[src/rtl/ber_rx.sv]
// ber_rx: receive end of the PRBS9 + BPSK + RC link.
// Decimates the filter output at a selectable phase, slices each kept sample
// to a bit, self-synchronises a local PRBS9 reference (x^9 + x^5 + 1) and
// accumulates compared-bit and error counts for BER measurement.
//
//   state | meaning
//   ------+---------------------------------------------------------------
//   SYNC  | loading the reference with 9 received bits, no accumulation
//   CHECK | locked: compare against self-running reference, count errors
module ber_rx #(
    parameter int NB_DATA = 8,
    parameter int OS      = 4,
    parameter int NB_CNT  = 32,
    parameter int WIN     = 511,
    parameter int ERR_TH  = 64,
    localparam int PW     = $clog2(OS)
) (
    input  logic                      clock,
    input  logic                      i_reset,
    input  logic                      i_enable,
    input  logic signed [NB_DATA-1:0] i_data,
    input  logic [PW-1:0]             i_phase,
    output logic                      o_bit,
    output logic                      o_bit_valid,
    output logic                      o_locked,
    output logic [NB_CNT-1:0]         o_bit_count,
    output logic [NB_CNT-1:0]         o_err_count,
    output logic                      o_ber_zero
);

    localparam int WW = $clog2(WIN + 1);
    localparam logic [WW-1:0] WIN_L    = WW'(WIN);
    localparam logic [WW-1:0] ERR_TH_L = WW'(ERR_TH);

    typedef enum logic {
        SYNC  = 1'b0,
        CHECK = 1'b1
    } state_t;

    state_t            state, state_nxt;
    logic [PW-1:0]     ph_cnt;
    logic              strobe;
    logic              consume;
    logic [8:0]        r, r_nxt;
    logic [3:0]        sync_cnt, sync_nxt;
    logic [WW-1:0]     win_cnt, win_cnt_nxt;
    logic [WW-1:0]     win_err, win_err_nxt;
    logic [NB_CNT-1:0] bcnt_nxt, ecnt_nxt;
    logic              exp_bit;
    logic              err;

    assign strobe  = i_enable & (ph_cnt == i_phase);
    assign consume = o_bit_valid & i_enable;
    assign exp_bit = r[8] ^ r[4];
    assign err     = exp_bit ^ o_bit;

    // Phase counter and slicer: keep one sample per symbol, sign decides the bit.
    always_ff @(posedge clock) begin
        if (i_reset) begin
            ph_cnt      <= '0;
            o_bit       <= 1'b0;
            o_bit_valid <= 1'b0;
        end else begin
            if (i_enable)
                ph_cnt <= (ph_cnt == PW'(OS - 1)) ? '0 : ph_cnt + 1'b1;
            o_bit_valid <= strobe;
            if (strobe)
                o_bit <= ~i_data[NB_DATA-1];
        end
    end

    // Checker next state: sync loading, reference prediction, counting and
    // window-based loss-of-lock detection.
    always_comb begin
        state_nxt   = state;
        r_nxt       = r;
        sync_nxt    = sync_cnt;
        win_cnt_nxt = win_cnt;
        win_err_nxt = win_err;
        bcnt_nxt    = o_bit_count;
        ecnt_nxt    = o_err_count;
        if (consume) begin
            case (state)
                SYNC: begin
                    r_nxt = {r[7:0], o_bit};
                    if (sync_cnt == 4'd8) begin
                        sync_nxt = '0;
                        if (r_nxt != '0) begin
                            state_nxt   = CHECK;
                            win_cnt_nxt = '0;
                            win_err_nxt = '0;
                        end
                    end else begin
                        sync_nxt = sync_cnt + 4'd1;
                    end
                end
                CHECK: begin
                    // Feeding back the prediction keeps one bad bit from
                    // corrupting the following predictions.
                    r_nxt = {r[7:0], exp_bit};
                    if (o_bit_count != '1)
                        bcnt_nxt = o_bit_count + 1'b1;
                    if (err && (o_err_count != '1))
                        ecnt_nxt = o_err_count + 1'b1;
                    win_cnt_nxt = win_cnt + 1'b1;
                    win_err_nxt = win_err + {{(WW-1){1'b0}}, err};
                    if (win_cnt_nxt == WIN_L) begin
                        if (win_err_nxt >= ERR_TH_L) begin
                            state_nxt = SYNC;
                            r_nxt     = '0;
                            sync_nxt  = '0;
                        end
                        win_cnt_nxt = '0;
                        win_err_nxt = '0;
                    end
                end
                default: state_nxt = SYNC;
            endcase
        end
    end

    // Checker registers.
    always_ff @(posedge clock) begin
        if (i_reset) begin
            state       <= SYNC;
            r           <= '0;
            sync_cnt    <= '0;
            win_cnt     <= '0;
            win_err     <= '0;
            o_bit_count <= '0;
            o_err_count <= '0;
        end else begin
            state       <= state_nxt;
            r           <= r_nxt;
            sync_cnt    <= sync_nxt;
            win_cnt     <= win_cnt_nxt;
            win_err     <= win_err_nxt;
            o_bit_count <= bcnt_nxt;
            o_err_count <= ecnt_nxt;
        end
    end

    assign o_locked   = (state == CHECK);
    assign o_ber_zero = o_locked & (o_err_count == '0) & (o_bit_count != '0);

endmodule

[config.mk]
export PLATFORM = sky130hd
export DESIGN_NAME = ber_rx
export DESIGN_NICKNAME = d
export VERILOG_FILES = /design/src/rtl/ber_rx.sv
export SDC_FILE = /design/constraint.sdc
export NUM_CORES = 1
export LEC_CHECK = 0
export CORE_UTILIZATION = 40
export CTS_BUF_LIST = sky130_fd_sc_hd__clkbuf_8
export CTS_CLUSTER_SIZE = 16
export DETAILED_ROUTE_END_ITERATION = 10
export PLACE_DENSITY_LB_ADDON = 0.05
export SKIP_CTS_REPAIR_TIMING = 1
export SYNTH_ARGS = -nofsm -noshare
export SYNTH_HDL_FRONTEND = slang
export SYNTH_SLANG_ARGS = --single-unit
[constraint.sdc]
create_clock -name clock -period 3.02 [get_ports clock]
set_clock_uncertainty 0.05 [all_clocks]
set_input_delay 0.604 -clock clock [delete_from_list [all_inputs] [get_ports clock]]
set_output_delay 0.604 -clock clock [all_outputs]
set_load 0.005 [all_outputs]
==> metrics.csv <==
metric,value,unit
die width,115.8,µm
# diodes,0,
top post-synthesis cells by area,"dfxtp_1, nor2_1, xor2_1",
Syn-to-layout area delta,21.31,%
1st-pass router iterations,4,
row count,41,
gr ovfl total,0,
setup violators final,0,
Final Max Tran Viols,0,
final wirelength,13160,µm
Flop pwr share,59.8,%
Yosys cell types,67,
vias,4728,
CP max-delay cell,clkdlybuf4s50_1,
Clock Sinks,100,
vias in the first global route,4398,
Reg-to-Reg Start,r[8]$_SDFFE_PP0P_,
die area,0.01342,mm²
worst setup margin,0.1770,ns
placed instance count,850,
Worst Reg-to-Reg Cells,10,
DRC viols,0,
post-layout power,2218,µW
max_cap viols,0,
CTS Buffer Depth,2,
routability-driven placement congestion ratio,0.8215,
sequential-to-total area share from yosys stat,38.62,%
fin crit period,2.843,ns
worst hold path cell count,2,
mean cell area of the mapped netlist,8.415,µm²
Reg area,0.002002,mm²
ys flop type,dfxtp_1,
pre-CTS WS,0.2641,ns
Syn Inst Count,616,
"Cell Chain, Critical Path",inv_1 -> ha_1 -> nor4b_4 -> nand4_1 -> nor3_1 -> clkdlybuf4s50_1,
Mapped Area,0.005184,mm²
Comb pwr share,2.8,%
area share of the largest cell type after synthesis,38.62,%
"count leader, synth",dfxtp_1,
reg2reg end,r[3]$_SDFFE_PP0P_,
"FF+latch count, synth",100,
most frequent cells after synthesis,"dfxtp_1, nor2_1, nand3_1",
Int Pwr,1711,µW
Final Hold Fails,0,
initial drt markers,238,
Final ANT Viol Nets,0,
Hold Path End,win_cnt[8]$_SDFFE_PP0P_,
share of cells above drive strength 1,6.792,%
htree depth,3,
"Max FO, Critical Path",6,
filler cell count,1258,
Hold Path Origin,win_cnt[8]$_SDFFE_PP0P_,
vias per cell,5.472,
antenna violations before repair,0,
status,"finished, final reports clean",
largest net degree at the start of global routing,33,
placed cell areas,0.006096,mm²
HPWL Detailed,9108,µm
yosys synthesis warning count,0,
Ports,81,
CP arrival,2.19,ns
CTS buffer count,9,
required time worst endpoint,2.37,ns
startpoint types,flip-flop,
sw power,507.2,µW
multi-input logic area,0.002979,mm²
worst min path class,flip-flop to flip-flop,
fraction of synthesis flops using an asynchronous set or reset pin,0,%
Skew-Pair Late Insertion Delay,0.38,ns
Slew Limit Headroom,51.86,%
final instance area,0.006289,mm²
first-pass GRT wire length,21470,µm
Final Non-Filler Cells,864,
Worst-Margin Slew,0.7222,ns
switching portion of total power,22.87,%
TNS Setup,0,ns
"CTS clk-pin slew, worst paths",0.09,ns
highest cell delay on the worst timing path,0.54,ns
RSZ-0062 raised after global routing,false,
fmax,0.3517,GHz
"EDFF count, synth",0,
Synth area leader,dfxtp_1,
CTS tree,yes,
height of the chip,115.8,µm
post-route clock period utilization,94.14,%
worst ir drop on vdd,0.2635,mV
starting density of the core,41.08,%
Clock power frac,37.4,%
kind of critical path,flip-flop to primary output,
Worst Setup End Kind,primary output,
fin nets,713,
PortBufs,73,
Power Dens Cells,352.8,mW/mm²
core box area,0.01262,mm²
LEAKAGE,0.002117,µW
CTS root buffer,clkbuf_8,
Mapped Nets,640,
gr usage total,20.34,%
flop2flop setup slack,0.26,ns
drt wl/cell,15.23,µm
-- logic make-up after synthesis --
kind of cell	after synthesis	share of synthesized area, %
compound gates	86	11.51
xor+xnor	60	10.40
fa+ha+maj	11	2.655
buf+inv	48	4.320
flops	100	38.62
mux	4	0.7724
simple gates	307	31.72
-- cell type report --
class / instances / share of cell area [%]
clock inverter: 5 / 0.7561
sequential: 100 / 31.83
multi-input combinational: 468 / 47.37
clock buffer: 9 / 1.970
tap: 172 / 3.422
timing repair buffer: 88 / 13.33
inverter: 22 / 1.313
-- power groups by stage --
stage,Combinational [µW],Clock (µW),Sequential [µW]
4_1_cts,64.1,856,1330
3_5_place_dp,63.7,0,1360
3_3_place_gp,62.1,0,1360
6_report,62.8,829,1330
2_1_floorplan,43.0,0,1360
5_1_grt,70.6,901,1330
-- state kept, by name (all words and copies together), names as in the netlist --
signal	flops
o_bit_count	32
o_err_count	32
r	9
win_cnt	9
win_err	9
sync_cnt	4
ph_cnt	2
o_bit	1
o_bit_valid	1
o_locked	1
-- layer usage --
layer  GRT usage, %  routed length, µm  vias up
met2          32.46               6078       86
li1               -                  -     2385
met5              0                  0        -
met1          26.83               6459     2250
met4          6.838                102        0
met3          4.969                518        7
-- critical path: cells and delay by family, from the launching register on --
kind,cells,cell delay (ns)
adder cells (fa/ha/maj),1,0.16
buffers and inverters,2,0.63
flip-flops,1,0.39
AND/OR/NAND/NOR,3,0.62
-- placed cells by master (no fill, tap or decap), drive strengths merged, types with 18 or more instances in the layout --
cell	count
xnor2	26
dfxtp	100
inv	24
nand4	34
nand3	43
xor2	33
a21oi	18
nor4	22
clkdlybuf4s50	72
nor3	23
nor2	85
nand2	37
-- through the flow --
stage | hold slack [ns] | utilization, %
global placement | 0.4061 | 48.30
finish | 0.4186 | 49.83
CTS | 0.4226 | 49.66
floorplan | 0.3944 | -
detailed placement | 0.4092 | 48.30
global route | 0.4394 | 49.83
-- worst max-delay path by stage --
stage	start	endpoint	slack, ns
after floorplan	r[8]$_SDFFE_PP0P_	r[1]$_SDFFE_PP0P_	0.46
after global placement	i_enable	o_bit_count[19]$_SDFFE_PP0P_	0.28
after detailed placement	r[8]$_SDFFE_PP0P_	r[1]$_SDFFE_PP0P_	0.26
after CTS	o_err_count[0]$_SDFFE_PP0P_	o_ber_zero	-0.02
after global routing	o_err_count[0]$_SDFFE_PP0P_	o_ber_zero	0.02
final	o_err_count[0]$_SDFFE_PP0P_	o_ber_zero	0.18
No activity file was read; power rests on OpenSTA's default activity.
